==> src/rtl/riscv_rf_wr_arbiter.sv <==
// Round-robin arbiter sharing the register-file write port; one-entry output stage with read-port forwarding.
// Transfer edge N drives rf_we during cycle N+1; only hold or reset deassert ready, the output stage never stalls.
module riscv_rf_wr_arbiter #(
    parameter int N_REQ = 3,
    parameter int XLEN  = 32,
    parameter int CNT_W = 16
) (
    input  logic                  clk,
    input  logic                  rst,
    input  logic                  hold,
    input  logic [N_REQ-1:0]      req_valid,
    output logic [N_REQ-1:0]      req_ready,
    input  logic [5*N_REQ-1:0]    req_addr,
    input  logic [XLEN*N_REQ-1:0] req_data,
    output logic                  rf_we,
    output logic [4:0]            rf_waddr,
    output logic [XLEN-1:0]       rf_wdata,
    input  logic [4:0]            fwd_addr1,
    input  logic [4:0]            fwd_addr2,
    output logic                  fwd_hit1,
    output logic                  fwd_hit2,
    output logic [XLEN-1:0]       fwd_data1,
    output logic [XLEN-1:0]       fwd_data2,
    output logic [CNT_W-1:0]      contention_cnt
);

    localparam int IDX_W = (N_REQ > 1) ? $clog2(N_REQ) : 1;

    logic [IDX_W-1:0] r_last_gnt;
    logic             r_we;
    logic [4:0]       r_waddr;
    logic [XLEN-1:0]  r_wdata;
    logic [CNT_W-1:0] r_cnt;

    logic             w_gnt_vld;
    logic [IDX_W-1:0] w_gnt_idx;
    logic             w_xfer;
    logic             w_contend;
    logic [4:0]       w_sel_addr;
    logic [XLEN-1:0]  w_sel_data;

    // Rotating-priority search starting just past the last winner.
    always_comb begin : p_arb
        int               scan;
        logic [IDX_W-1:0] scan_idx;
        w_gnt_vld = 1'b0;
        w_gnt_idx = '0;
        scan      = 0;
        scan_idx  = '0;
        for (int k = 0; k < N_REQ; k++) begin
            scan     = (int'(r_last_gnt) + 1 + k) % N_REQ;
            scan_idx = IDX_W'(scan);
            if (!w_gnt_vld && req_valid[scan_idx]) begin
                w_gnt_vld = 1'b1;
                w_gnt_idx = scan_idx;
            end
        end
    end

    assign w_xfer     = w_gnt_vld && !hold && !rst;
    assign req_ready  = w_xfer ? (N_REQ'(1) << w_gnt_idx) : '0;
    assign w_sel_addr = req_addr[5*w_gnt_idx +: 5];
    assign w_sel_data = req_data[XLEN*w_gnt_idx +: XLEN];
    assign w_contend  = $countones(req_valid) >= 2;

    always_ff @(posedge clk or posedge rst) begin
        if (rst) begin
            r_last_gnt <= IDX_W'(N_REQ - 1);
            r_we       <= 1'b0;
            r_waddr    <= '0;
            r_wdata    <= '0;
            r_cnt      <= '0;
        end else begin
            if (w_xfer) begin
                r_last_gnt <= w_gnt_idx;
                r_waddr    <= w_sel_addr;
                r_wdata    <= w_sel_data;
                // x0 writes consume the grant but never reach the register file
                r_we       <= (w_sel_addr != 5'd0);
            end else begin
                r_we <= 1'b0;
            end
            if (w_contend && (r_cnt != {CNT_W{1'b1}})) begin
                r_cnt <= r_cnt + 1'b1;
            end
        end
    end

    assign rf_we          = r_we;
    assign rf_waddr       = r_waddr;
    assign rf_wdata       = r_wdata;
    assign contention_cnt = r_cnt;

    assign fwd_hit1  = r_we && (fwd_addr1 != 5'd0) && (fwd_addr1 == r_waddr);
    assign fwd_hit2  = r_we && (fwd_addr2 != 5'd0) && (fwd_addr2 == r_waddr);
    assign fwd_data1 = fwd_hit1 ? r_wdata : '0;
    assign fwd_data2 = fwd_hit2 ? r_wdata : '0;

endmodule

==> config.mk <==
export PLATFORM = sky130hd
export DESIGN_NAME = riscv_rf_wr_arbiter
export DESIGN_NICKNAME = d
export VERILOG_FILES = /design/src/rtl/riscv_rf_wr_arbiter.sv
export SDC_FILE = /design/constraint.sdc
export NUM_CORES = 1
export LEC_CHECK = 0
export CAP_MARGIN = 20
export CELL_PAD_IN_SITES_DETAIL_PLACEMENT = 0
export CELL_PAD_IN_SITES_GLOBAL_PLACEMENT = 1
export CORE_MARGIN = 2
export CORE_UTILIZATION = 24
export CTS_CLUSTER_SIZE = 25
export DETAILED_ROUTE_END_ITERATION = 10
export MAX_ROUTING_LAYER = met4
export PLACE_DENSITY_LB_ADDON = 0.1
export SKIP_LAST_GASP = 1
export SLEW_MARGIN = 5
export SYNTH_ARGS = -nofsm -noshare
export SYNTH_HDL_FRONTEND = slang
export SYNTH_SLANG_ARGS = --single-unit
==> constraint.sdc <==
create_clock -name clk -period 2.1 [get_ports clk]
set_input_delay 0.21 -clock clk [delete_from_list [all_inputs] [get_ports clk]]
set_output_delay 0.21 -clock clk [all_outputs]
set_load 0.01 [all_outputs]
==> out/qor.txt, run 1 <==
SYNTHESIS
---------------------------------------------------------------------------------------
Synth cell types                                                                     52
Area leader, netlist                                                       sky130_fd_sc_hd__dfrtp_1
Post-synthesis cell area                                                   0.00410 mm^2
Ys flop type                                                               sky130_fd_sc_hd__dfrtp_1
Synth top area share                                                              33.6%
Count of mapped cells out of synthesis                                              464
Ys Warns                                                                              0
Number of enable flip-flop cells after synthesis                                      0
Post-synthesis net count                                                            597
Sequential share of the synthesized area                                          34.2%
Mapped Avg Cell Area                                                          8.83 um^2
Async set or reset register ratio after synthesis                                  100%
Area contributors post-synth                                               sky130_fd_sc_hd__dfrtp_1 (34%), sky130_fd_sc_hd__and2_1 (9.9%), sky130_fd_sc_hd__o31ai_2 (7.0%)
Register bit count reported by yosys                                                 56

PLACE
---------------------------------------------------------------------------------------
Placed standard-cell area                                                  0.00743 mm^2
Routability cong.                                                                 0.870
Number of instances in the placed design                                            961
Number of buffers added on ports                                                    249
Dpl ws                                                                        -0.668 ns
DP Wirelength                                                                  13300 um

FINAL LAYOUT
---------------------------------------------------------------------------------------
Multi-input gate area in the final layout                                  0.00304 mm^2
Area of all placed cells without fillers                                   0.00875 mm^2
Filler cell count in the final layout                                              1537
Share of the core filled with cells in the final layout                           52.6%
Leading cell types in the layout, fill and taps excluded                   sky130_fd_sc_hd__clkdlybuf4s50_1 (177), sky130_fd_sc_hd__buf_6 (67), sky130_fd_sc_hd__buf_4 (59), sky130_fd_sc_hd__dfrtp_1 (54), sky130_fd_sc_hd__nand2_1 (45)
Register Area                                                              0.00140 mm^2
Signed area change from the synthesized netlist to the final layout                114%
Final std cells w/o fill                                                           1022
Fraction of layout cells with a size suffix above 1                               41.6%
Number of nets in the layout                                                        933
Most common cell after layout, fill and taps aside                         sky130_fd_sc_hd__clkdlybuf4s50_1

GLOBAL ROUTING
---------------------------------------------------------------------------------------
Number of antenna violations at the first check in global routing                     1
Total grt overflow                                                                    0
Pin count of the biggest net entering global routing                                 76
First-pass GRT wire length                                                     28500 um
Via count of the first global-routing pass                                         5061
Global routing usage summed across all routing layers                             21.1%

CLOCKING
---------------------------------------------------------------------------------------
Number of buffers created by CTS                                                      5
Sink Count                                                                           56
Insertion delay of the later-clocked pin in the worst-skew pair                 0.31 ns
Total number of H-tree levels                                                         2
Clock tree from TritonCTS                                                           yes
Hold buffer count at cts                                                              0
Clock root buffer                                                          sky130_fd_sc_hd__clkbuf_16
Deepest clock path buffer count                                                       2
Clock slew at the register clock pins of the worst setup and hold paths         0.08 ns

DRT
---------------------------------------------------------------------------------------
Total number of vias                                                               4876
Via-per-instance ratio                                                             4.77
First-pass iteration count of the detailed router                                     4
Detailed-route wire length                                                     20400 um
Avg WL per Cell                                                                 19.9 um
Remaining DRCs                                                                        0
Detail Route Antenna Nets                                                             0
Number of violations reported at the end of detailed-routing iteration 0            170

FLOORPLAN
---------------------------------------------------------------------------------------
Effective utilization at floorplan                                                24.6%
Die boundary width                                                               135 um
Vertical die dimension                                                           135 um
# rows                                                                               47
IO Pins                                                                             250
Standard cell core area                                                     0.0166 mm^2
Die Area                                                                    0.0181 mm^2

MIN PATH
---------------------------------------------------------------------------------------
Worst hold path class                                                      input pin to async pin

STA
---------------------------------------------------------------------------------------
Max-Slew Margin vs Limit                                                          68.7%
Transition time at the pin with the least slew margin                          0.464 ns
Max frequency                                                                   385 MHz
Ratio of final minimum period to clock period                                      124%
Final worst path period need                                                    2.59 ns
Least setup slack across all paths after layout                               -0.495 ns
Endpoints failing hold                                                                0
Skew final                                                                   0.00794 ns
Minimum hold slack                                                             0.296 ns
Unrepaired setup endpoints after global routing                                    true
Slew Limit Fails                                                                      0
Count of final setup violators                                                      108

CRITICAL PATH
---------------------------------------------------------------------------------------
Critical path start-end classification                                     flip-flop to output port
Signal arrival time at the worst endpoint                                       2.38 ns
Origin of the critical flop-to-flop path                                   r_last_gnt[1]$_DFFE_PP1P_
CP startpoint kind                                                            flip-flop
Worst-path maximum fanout                                                             4
Register-to-Register Setup Slack                                               -0.45 ns
Capture instance of the worst register-to-register path                    rf_we$_DFF_PP0_
Capturing element type of the critical path                                 output port
Length in cells of the worst reg-to-reg path                                         12
Required time at the endpoint of the critical path                              1.89 ns

PWR
---------------------------------------------------------------------------------------
Maximum resistive drop on vdd                                                  0.875 mV
Power per cell area                                                        1330 mW/mm^2
Static leakage                                                                  3.74 nW

OUTCOME
---------------------------------------------------------------------------------------
Violated checks                                                            setup timing
Result of the run                                                          finished, violations left

RUN
---------------------------------------------------------------------------------------
Max capacitance violation total                                                       0

flip-flops by register name (all words and copies together), names as in the netlist:
signal,cells
r_last_gnt,2
rf_we,1
contention_cnt,16
rf_waddr,5
rf_wdata,32
power breakdown:
part           total, W  leakage [nW]  switching, W  internal (W)
clock network   0.00115        0.0944      0.000458      0.000690
registers       0.00201         0.701      0.000499       0.00151
logic           0.00846          2.95       0.00394       0.00452
cells by family (layout without fill, tap and decap cells):
kind of cell	after synthesis	after routing	share of synthesized area (%)
flip-flops	56	56	34.2
buffers and inverters	43	380	5.80
adder cells (fa/ha/maj)	6	6	1.83
XOR/XNOR	23	23	4.91
multiplexers	4	4	1.01
other	0	1	0
AO/OA/AOI/OAI	138	138	27.9
AND/OR/NAND/NOR	194	194	24.4
what timing repair did:
action | CTS | global route
resized for setup | 224 | 210
pin swaps | 34 | 31
buffers inserted | 29 | 18
endpoints found under the setup margin | 108 | 110
hold endpoints to repair | 0 | 0
cloned | 7 | 7
Yosys cell counts (6+ instances only):
master and count:
sky130_fd_sc_hd__nand2_1 50, sky130_fd_sc_hd__nor3_1 7, sky130_fd_sc_hd__a21boi_0 12, sky130_fd_sc_hd__buf_4 10
sky130_fd_sc_hd__clkbuf_1 15, sky130_fd_sc_hd__buf_2 6, sky130_fd_sc_hd__xnor2_1 11, sky130_fd_sc_hd__o31ai_1 11
sky130_fd_sc_hd__nor2_1 44, sky130_fd_sc_hd__ha_1 6, sky130_fd_sc_hd__dfrtp_1 55, sky130_fd_sc_hd__and2_1 65
sky130_fd_sc_hd__a211oi_1 34, sky130_fd_sc_hd__o31ai_2 23, sky130_fd_sc_hd__a21oi_1 6, sky130_fd_sc_hd__a21boi_1 22
sky130_fd_sc_hd__inv_1 6, sky130_fd_sc_hd__xor2_1 12
metal layers:
layer	GRT usage (%)	vias to the layer above	wire length, um
met2	36.4	147	10500
met3	4.09	33	949
met4	7.72	0	626
met1	24.3	2379	8350
li1	-	2317	-
met5	-	-	0
per-stage QoR:
stage / total power, W / setup TNS [ns]
after floorplan: 0.00547 / -4.05
after CTS: 0.0112 / -39.13
final: 0.0116 / -29.84
after global routing: 0.0123 / -40.77
after global placement: 0.00810 / -49.50
after detailed placement: 0.00823 / -54.43
how the worst max path moves through the flow:
| stage | from | endpoint | slack [ns] |
|---|---|---|---|
| after floorplan | r_last_gnt[1]$_DFFE_PP1P_ | req_ready[0] | -0.14 |
| after global placement | req_valid[0] | rf_we$_DFF_PP0_ | -0.55 |
| after detailed placement | r_last_gnt[1]$_DFFE_PP1P_ | req_ready[0] | -0.67 |
| after CTS | rf_waddr[4]$_DFFE_PP0P_ | fwd_data2[27] | -0.51 |
| after global routing | r_last_gnt[1]$_DFFE_PP1P_ | req_ready[0] | -0.57 |
| final | r_last_gnt[1]$_DFFE_PP1P_ | req_ready[0] | -0.49 |
cell type report:
cell class | instances | share of cell area, %
flip-flops and latches | 56 | 16.0
diodes | 1 | 0.0286
inverters | 6 | 0.286
multi-input cells | 365 | 34.7
clock buffers | 5 | 1.43
clock inverters | 3 | 0.786
well taps | 220 | 3.14
repair buffers | 366 | 43.6
critical path, cell delays in order, from the launching register on:
cell,delay [ns]
sky130_fd_sc_hd__dfstp_2,0.59
sky130_fd_sc_hd__inv_4,0.06
sky130_fd_sc_hd__ha_4,0.19
sky130_fd_sc_hd__mux2i_4,0.20
sky130_fd_sc_hd__buf_6,0.13
sky130_fd_sc_hd__o211a_4,0.24
sky130_fd_sc_hd__o21a_4,0.21
sky130_fd_sc_hd__nor2_4,0.15
sky130_fd_sc_hd__buf_12,0.13
sky130_fd_sc_hd__nor3_4,0.04
sky130_fd_sc_hd__buf_2,0.14
(Power assumes the default switching activity.)
==> inputs of run 2 (changes only) <==
Settings changed: SLEW_MARGIN 5 to unset.
==> results of run 2 <==
Final layout, timing and power as in run 1 (identical DEF).
